### src/rtl/coin_event_packer.sv
// coin_event_packer
// Packs the serial coincidence-pair event stream from the rotating bus into
// fixed OUT_WIDTH-bit frames for the readout link. The input stream has no
// backpressure. Events that arrive while the assembly frame is full and the
// output register is blocked are discarded and counted. A partial frame is
// sent after TIMEOUT idle cycles or when flush is requested.
//
// Frame layout:
//   slot k    -> [k*PAIR_DATA_WIDTH +: PAIR_DATA_WIDTH], slot 0 is the oldest
//   [OW-1:OW-3] event count
//   [OW-4:OW-8] frame sequence number (wraps)
//   unused slots and spare bits are zero
//
// Ports:
//   clk, rst     clock; asynchronous active-high reset
//   in_data      event from the rotating bus
//   in_en        in_data valid this cycle
//   flush        single-cycle request to send the current partial frame
//   out_data     packed frame (registered)
//   out_valid    out_data valid
//   out_ready    downstream accepts out_data this cycle
//   drop_count   saturating count of discarded events
module coin_event_packer #(
  parameter int PAIR_DATA_WIDTH  = 20,
  parameter int EVENTS_PER_FRAME = 6,
  parameter int OUT_WIDTH        = 128,
  parameter int TIMEOUT          = 255,
  parameter int DROP_CNT_WIDTH   = 16
) (
  input  logic                       clk,
  input  logic                       rst,
  input  logic [PAIR_DATA_WIDTH-1:0] in_data,
  input  logic                       in_en,
  input  logic                       flush,
  output logic [OUT_WIDTH-1:0]       out_data,
  output logic                       out_valid,
  input  logic                       out_ready,
  output logic [DROP_CNT_WIDTH-1:0]  drop_count
);

  localparam int CNT_W  = $clog2(EVENTS_PER_FRAME + 1);
  localparam int IDLE_W = $clog2(TIMEOUT + 1);
  localparam logic [CNT_W-1:0]  N_CNT      = CNT_W'(EVENTS_PER_FRAME);
  localparam logic [IDLE_W-1:0] IDLE_LAST  = IDLE_W'(TIMEOUT - 1);

  typedef enum logic [1:0] {
    EMPTY,
    FILL,
    SEND
  } state_t;

  logic [PAIR_DATA_WIDTH-1:0] slot_q [EVENTS_PER_FRAME];
  logic [PAIR_DATA_WIDTH-1:0] slot_d [EVENTS_PER_FRAME];
  logic [CNT_W-1:0]           asm_cnt, asm_cnt_d;
  logic [IDLE_W-1:0]          idle, idle_d;
  logic                       send_pend, send_pend_d;
  logic [4:0]                 seq, seq_d;
  logic [OUT_WIDTH-1:0]       out_data_d;
  logic                       out_valid_d;
  logic [DROP_CNT_WIDTH-1:0]  drop_d;
  logic [OUT_WIDTH-1:0]       frame;
  state_t                     state;
  logic                       xfer;

  // State is a pure decode of the registered assembly status.
  always_comb begin
    state = FILL;
    if (asm_cnt == '0)
      state = EMPTY;
    else if (asm_cnt == N_CNT || send_pend)
      state = SEND;
  end

  assign xfer = (state == SEND) && (!out_valid || out_ready);

  // Slots beyond asm_cnt may hold stale events from an earlier frame;
  // they are masked here instead of being cleared on every transfer.
  always_comb begin
    frame = '0;
    for (int unsigned k = 0; k < EVENTS_PER_FRAME; k++) begin
      if (CNT_W'(k) < asm_cnt)
        frame[k*PAIR_DATA_WIDTH +: PAIR_DATA_WIDTH] = slot_q[k];
    end
    frame[OUT_WIDTH-1 -: 3] = 3'(asm_cnt);
    frame[OUT_WIDTH-4 -: 5] = seq;
  end

  always_comb begin
    slot_d      = slot_q;
    asm_cnt_d   = asm_cnt;
    idle_d      = idle;
    send_pend_d = send_pend;
    seq_d       = seq;
    out_data_d  = out_data;
    out_valid_d = out_valid;
    drop_d      = drop_count;

    if (out_ready)
      out_valid_d = 1'b0;

    if (state == FILL) begin
      if (!in_en) begin
        idle_d = idle + 1'b1;
        if (idle == IDLE_LAST)
          send_pend_d = 1'b1;
      end
      if (flush)
        send_pend_d = 1'b1;
    end

    if (xfer) begin
      out_data_d  = frame;
      out_valid_d = 1'b1;
      seq_d       = seq + 1'b1;
      asm_cnt_d   = '0;
      send_pend_d = 1'b0;
      idle_d      = '0;
    end

    // An event arriving in the transfer cycle starts the fresh frame.
    if (in_en) begin
      if (xfer) begin
        slot_d[0] = in_data;
        asm_cnt_d = CNT_W'(1);
      end else if (asm_cnt < N_CNT) begin
        for (int unsigned k = 0; k < EVENTS_PER_FRAME; k++) begin
          if (CNT_W'(k) == asm_cnt)
            slot_d[k] = in_data;
        end
        asm_cnt_d = asm_cnt + 1'b1;
        idle_d    = '0;
      end else if (drop_count != '1) begin
        drop_d = drop_count + 1'b1;
      end
    end
  end

  always_ff @(posedge clk or posedge rst) begin
    if (rst) begin
      slot_q     <= '{default: '0};
      asm_cnt    <= '0;
      idle       <= '0;
      send_pend  <= 1'b0;
      seq        <= '0;
      out_data   <= '0;
      out_valid  <= 1'b0;
      drop_count <= '0;
    end else begin
      slot_q     <= slot_d;
      asm_cnt    <= asm_cnt_d;
      idle       <= idle_d;
      send_pend  <= send_pend_d;
      seq        <= seq_d;
      out_data   <= out_data_d;
      out_valid  <= out_valid_d;
      drop_count <= drop_d;
    end
  end

endmodule
### config.mk
export PLATFORM = sky130hd
export DESIGN_NAME = coin_event_packer
export DESIGN_NICKNAME = d
export VERILOG_FILES = /design/src/rtl/coin_event_packer.sv
export SDC_FILE = /design/constraint.sdc
export NUM_CORES = 1
export LEC_CHECK = 0
export ABC_AREA = 1
export BUFFER_PORTS_ARGS = -buffer_cell sky130_fd_sc_hd__buf_2
export CORE_ASPECT_RATIO = 0.75
export CORE_UTILIZATION = 40
export CTS_CLUSTER_DIAMETER = 100
export CTS_CLUSTER_SIZE = 28
export DETAILED_ROUTE_END_ITERATION = 16
export GPL_ROUTABILITY_DRIVEN = 0
export HOLD_SLACK_MARGIN = 0.03
export PLACE_DENSITY_LB_ADDON = 0.1
export SKIP_CTS_REPAIR_TIMING = 1
export SLEW_MARGIN = 30
export SYNTH_ARGS = -nofsm -noshare
export SYNTH_HDL_FRONTEND = slang
export SYNTH_SLANG_ARGS = --single-unit
export TNS_END_PERCENT = 10
### constraint.sdc
create_clock -name clk -period 12.25 [get_ports clk]
set_clock_uncertainty 0.05 [all_clocks]
set_input_delay 0.6125 -clock clk [delete_from_list [all_inputs] [get_ports clk]]
set_output_delay 0.6125 -clock clk [all_outputs]
set_load 0.01 [all_outputs]
Word-level counts from Yosys, hierarchy flattened. Cells that the tools add are included.

Input port bits: 25. Output and inout port bits: 145. Flip-flop bits (word level): 282. Logic and storage cells: 88.

Order comparisons: 7. Eq/ne operators: 11. Bitwise gates (word level): 2. Mux-type cells: 33. Reductions and logical operators: 18. Add/subtract/negate cells: 4.

Operators by type and width (count): $mux 20 (13); $mux 120 (1); $mux 8 (6); $reduce_and 4->1 (6); $add 16x1->16 const B (1); $ne 16x16->1 const B (1); $mux 3 (4); $add 8x1->8 const B (1); $eq 8x8->1 const B (1); $reduce_bool 2->1 (4); $mux 1 (7); $eq 2x3->1 const A (2); $eq 3x3->1 const A (2); $lt 1x3->1 const A (2); $lt 2x3->1 const A (2); $lt 3x3->1 const A (2); $reduce_and 3->1 (2); $add 5x1->5 const B (1); $mux 2 (2); $add 3x1->3 const B (1); $eq 1x3->1 const A (1); $eq 3x3->1 const B (1); $logic_not 3->1 (1); $lt 3x3->1 const B (1); other kinds (8) (10).

Logic depth before layout (Yosys ltp).
Depth after elaboration: 10. Gate-level depth with buffers: 10. Depth with buffers taken out: 9.

Worst setup path before layout. No wires, ideal clock.

Kind: reg-to-reg. From: reg asm_cnt[1]. To: reg out_data[125]. Data arrival time: 1.498 ns. Library setup time: 0.135 ns. Period minus slack after synthesis: 1.683 ns. Stages on the path, launching flop included: 10. Setup slack: 10.567 ns. Required time: 12.065 ns. Path buffers: 3. Path through: dfrtp_1 -> inv_1 -> ha_1 -> nand2_4 -> nand3_4 -> buf_6 -> buf_6 -> buf_6 -> nand2_1 -> o21ai_0.

Word-level cells in the longest chain between the ends: 6. Elaborated cells between the ends (all ways): 7. Classes of those cells: eq/ne (2); mux (2); reduce/logical (3).

Ends and longest elaborated chain: start: declaration (line 54) `logic [CNT_W-1:0] asm_cnt, asm_cnt_d;`; start signal: assignment (line 150) `asm_cnt <= asm_cnt_d;`; $eq 3x3->1 (line 70) `else if (asm_cnt == N_CNT || send_pend)`; $logic_or 1x1->1 (line 70); $mux 2 (line 70); $mux 2 (*) (line 68) `if (asm_cnt == '0)`; $eq 2x2->1 (*) (line 74) `assign xfer = (state == SEND) && (!out_valid || out_ready);`; $logic_and 1x1->1 (*) (line 74); end signal: assignment (line 154) `out_data <= out_data_d;`; end: declaration (line 35) `output logic [OUT_WIDTH-1:0] out_data,`.

Mark *: on every way between the ends. The rest lies on a longest branch, timed or not. A chain may end at the register's enable or synchronous reset.

Worst setup path in the final report.
From: reg asm_cnt[2]. To: reg slot_q[111] in the netlist's numbering.

Word-level cells in the longest chain between the ends: 8. Elaborated cells between the ends (all ways): 12. Classes of those cells: order compare (1); eq/ne (2); mux (3); reduce/logical (6).

Ends and longest elaborated chain: $eq 3x3->1 (line 70); $logic_or 1x1->1 (line 70); $mux 2 (line 70); $mux 2 (line 68); $eq 2x2->1 (line 74); $logic_and 1x1->1 (line 74); $reduce_bool 2->1 (no line); $reduce_and 3->1 (no line); end signal: assignment (line 149) `slot_q <= slot_d;`; end: declaration (line 52) `logic [PAIR_DATA_WIDTH-1:0] slot_q [EVENTS_PER_FRAME];`.

Parallel ways exist; a longest one is shown, timed or not.

==> run_results.csv <==
group,metric,value,unit
die,ioPinCount,170,
sta,slew_violations,0,
sta,tightest_slew,0.945,ns
power_and_ir_drop,p_comb_frac,0.326,
setup_path,rr_worst_depth,7,
power_and_ir_drop,seq_power_share,0.496,
sta,rsz0062_at_grt,"no",
setup_path,path_common_cell,"nand2_1",
clocking,cts_made_buffers,14,
logic_synthesis,synth_top_area_frac,0.617,
clocking,clock_latency,0.50,ns
finish,multi_input_area,3760,um2
place,dp_slack,8.31,ns
logic_synthesis,synth_edf_count,0,
finish,fill_cells,2811,
sta,setup_viol,0,
detailed_routing,drtAntennaViolNets,0,
setup_path,cp.required,12.52,ns
logic_synthesis,seq_area_frac_synth,0.617,
finish,layout.nets,1398,
setup_path,crit_path_top_delay_cell,"dfrtp_1",
finish,final_util,0.458,
detailed_routing,firstDrtPassIters,4,
setup_path,reg2reg_from,"asm_cnt[2]",
setup_path,cp-start-kind,"flip-flop",
power_and_ir_drop,p_switching,1.17,mW
setup_path,crit_type,"flip-flop to flip-flop",
detailed_routing,drt_iter0_markers,713,
sta,fin_crit,3.96,ns
power_and_ir_drop,leakage,6.42,nW
logic_synthesis,synth_flop_cell,"dfrtp_1",
clocking,root_buffer,"clkbuf_16",
setup_path,critPathCaptureType,"flip-flop",
detailed_routing,num_vias,8487,
setup_path,cp_max_fo,76,
die,row_count,53,
grt,grt_pass1_vias,8198,
logic_synthesis,yosys_warnings,0,
logic_synthesis,async_flop_share,1.00,
logic_synthesis,syn_area_per_cell,9.20,um2
setup_path,endpoint,"slot_q[111]",
clocking,cts_tree,"built",
die,die_w,197,um
grt,grt_use_total,0.210,
logic_synthesis,synth_cells,1243,
power_and_ir_drop,internal_power,1.82,mW
place,dp.cells,1735,
place,portBuffers,169,
worst_hold_path,holdCritPathClass,"input port to asynchronous set/reset pin",
logic_synthesis,ys_top_cells_by_area,"dfrtp_1 62%, nand2_1 16%, o21ai_0 7.9%, o21ai_1 3.3%, inv_1 1.7%",
place,hpwlAfterDp,19.8,mm
setup_path,crit_chain,"inv_2 > nand2_4 > nand3_4 > nand2_1 > nand2_1 > nand2_1 > o21ai_0",
sta,slew_headroom,0.370,
logic_synthesis,synth_top_area_cell,"dfrtp_1",
sta,hold_viol,0,
setup_path,cp-startpoint,"asm_cnt[2]",
setup_path,crit_family,"simple AND/OR/NAND/NOR gates",
detailed_routing,drt-vias-per-instance,4.84,
sta,setup_tns,0,ns
clocking,clock_sink_count,282,
finish,drive_gt1_frac,0.156,
setup_path,worstReg2RegEnd,"slot_q[111]",
power_and_ir_drop,design_power_total,2.99,mW
detailed_routing,post_drt_wl_per_cell,17.0,um
clocking,cts_max_level,1,
grt,grt_start_max_net_pins,115,
detailed_routing,drc,0,
sta,finalCritPeriodShare,0.323,
finish,finalNonFillerCells,1753,
clocking,cts.reportedPaths.clkPinSlew,0.11,ns
finish,areaGrowthSynthToFinish,12.3,%
power_and_ir_drop,clock_power_share,0.178,
grt,overflow,0,
setup_path,cp.arrival,4.24,ns
power_and_ir_drop,swShare,0.390,
run_status,status,"finished, final reports clean",
clocking,clockBufferDepth,3,
die,die_area,29300,um2
finish,regArea,7060,um2
setup_path,cp.depth,7,
logic_synthesis,yosysUniqueCellTypes,29,
setup_path,crit_path_max_incr_delay,0.97,ns
logic_synthesis,synth-seq-cells,282,
sta,worst_slack,8.29,ns
logic_synthesis,synth_area,11400,um2
die,initial_core_util,0.408,
die,die_h,148,um
setup_path,reg2reg_setup_slack,8.29,ns
die,core_area,28100,um2
setup_path,critPathBufInv,1,
logic_synthesis,synth_nets,1275,
detailed_routing,wl,29.8,mm
grt,grt_first_pass_wirelength,47.4,mm
power_and_ir_drop,power_density,233,nW/um2
sta,fmax,252,MHz
flow_run,maxCapViolCount,0,
power_and_ir_drop,vdd_drop_max,0.102,mV
grt,antenna_found_initial,5,
-- cell usage after synthesis (3+ instances only) --
| master | n |
|---|---|
| a21oi_1 | 3 |
| buf_2 | 20 |
| buf_6 | 16 |
| clkbuf_1 | 32 |
| dfrtp_1 | 282 |
| ha_1 | 7 |
| inv_1 | 52 |
| inv_2 | 4 |
| nand2_1 | 484 |
| nand3_1 | 12 |
| nand3_2 | 5 |
| nand4_1 | 7 |
| nor2_1 | 24 |
| nor3_1 | 7 |
| o21ai_0 | 180 |
| o21ai_1 | 75 |
| xnor2_1 | 9 |
| xor2_1 | 9 |
-- layout by cell type, fill, tap and decap left out, types with 12 or more instances in the layout --
cell type	count
buf_2	169
clkbuf_16	15
dfrtp_1	282
inv_1	51
nand2_1	484
nand3_1	12
nor2_1	24
o21ai_0	179
o21ai_1	76
-- power by group through the flow --
stage	clock network (mW)	registers (mW)	logic, mW
floorplan	0	1.51	0.678
global placement	0	1.50	0.968
detailed placement	0	1.50	0.988
CTS	0.554	1.49	0.991
global route	0.580	1.53	1.14
finish	0.532	1.48	0.975
-- sequential cells by signal (all words and copies together) (netlist names) --
name	count
slot_q	120
idle	8
out_valid	1
seq	5
out_data	128
drop_count	16
send_pend	1
asm_cnt	3
-- worst reg2reg max path, cell delays in order, from the launching register on --
cell and delay (ns):
dfrtp_1 0.97, inv_2 0.20, nand2_4 0.14, nand3_4 0.63, nand2_1 0.88, nand2_1 0.65, nand2_1 0.17, o21ai_0 0.09
-- routing by layer --
| metal | track usage | share of wire | routed length (um) | vias to the layer above |
|---|---|---|---|---|
| li1 | - | - | - | 4210 |
| met1 | 0.340 | 0.51 | 15300 | 4044 |
| met2 | 0.293 | 0.42 | 12400 | 208 |
| met3 | 0.0331 | 0.056 | 1670 | 25 |
| met4 | 0.0353 | 0.015 | 432 | 0 |
| met5 | 0 | 0 | 0 | - |
-- worst min path at each step --
stage / from / endpoint / slack (ns) / depth (start not counted)
6_report: rst / out_data[6] / 0.20 / 2
5_1_grt: rst / out_data[6] / 0.29 / 2
4_1_cts: rst / out_data[6] / 0.24 / 2
3_5_place_dp: out_data[120] / out_data[120] / 0.41 / 2
3_3_place_gp: out_data[120] / out_data[120] / 0.41 / 2
2_1_floorplan: slot_q[41] / slot_q[41] / 0.40 / 2
-- layout make-up --
cell class                 instances  share of cell area
clock buffer                      16              0.0295
tap                              385              0.0375
clock inverter                     1             0.00234
sequential                       282               0.549
antenna                            1            0.000195
multi-input combinational        834               0.293
inverter                          56              0.0170
timing repair buffer             178              0.0711
-- metrics by stage --
step                      area, um2  hold slack [ns]
after global placement        12400            0.412
final                         12800            0.204
after global routing          12800            0.287
after CTS                     12800            0.245
after floorplan               11400            0.403
after detailed placement      12400            0.412
-- cell families (layout without fill, tap and decap cells) --
family | Yosys count | after routing | synth area share
flip-flops | 282 | 282 | 0.617
AND/OR/NAND/NOR | 548 | 548 | 0.192
buffers and inverters | 127 | 251 | 0.0551
XOR/XNOR | 18 | 18 | 0.0138
adder cells (fa/ha/maj) | 7 | 7 | 0.00766
AO/OA/AOI/OAI | 261 | 261 | 0.115
other | 0 | 1 | 0
(Power assumes the default switching activity.)
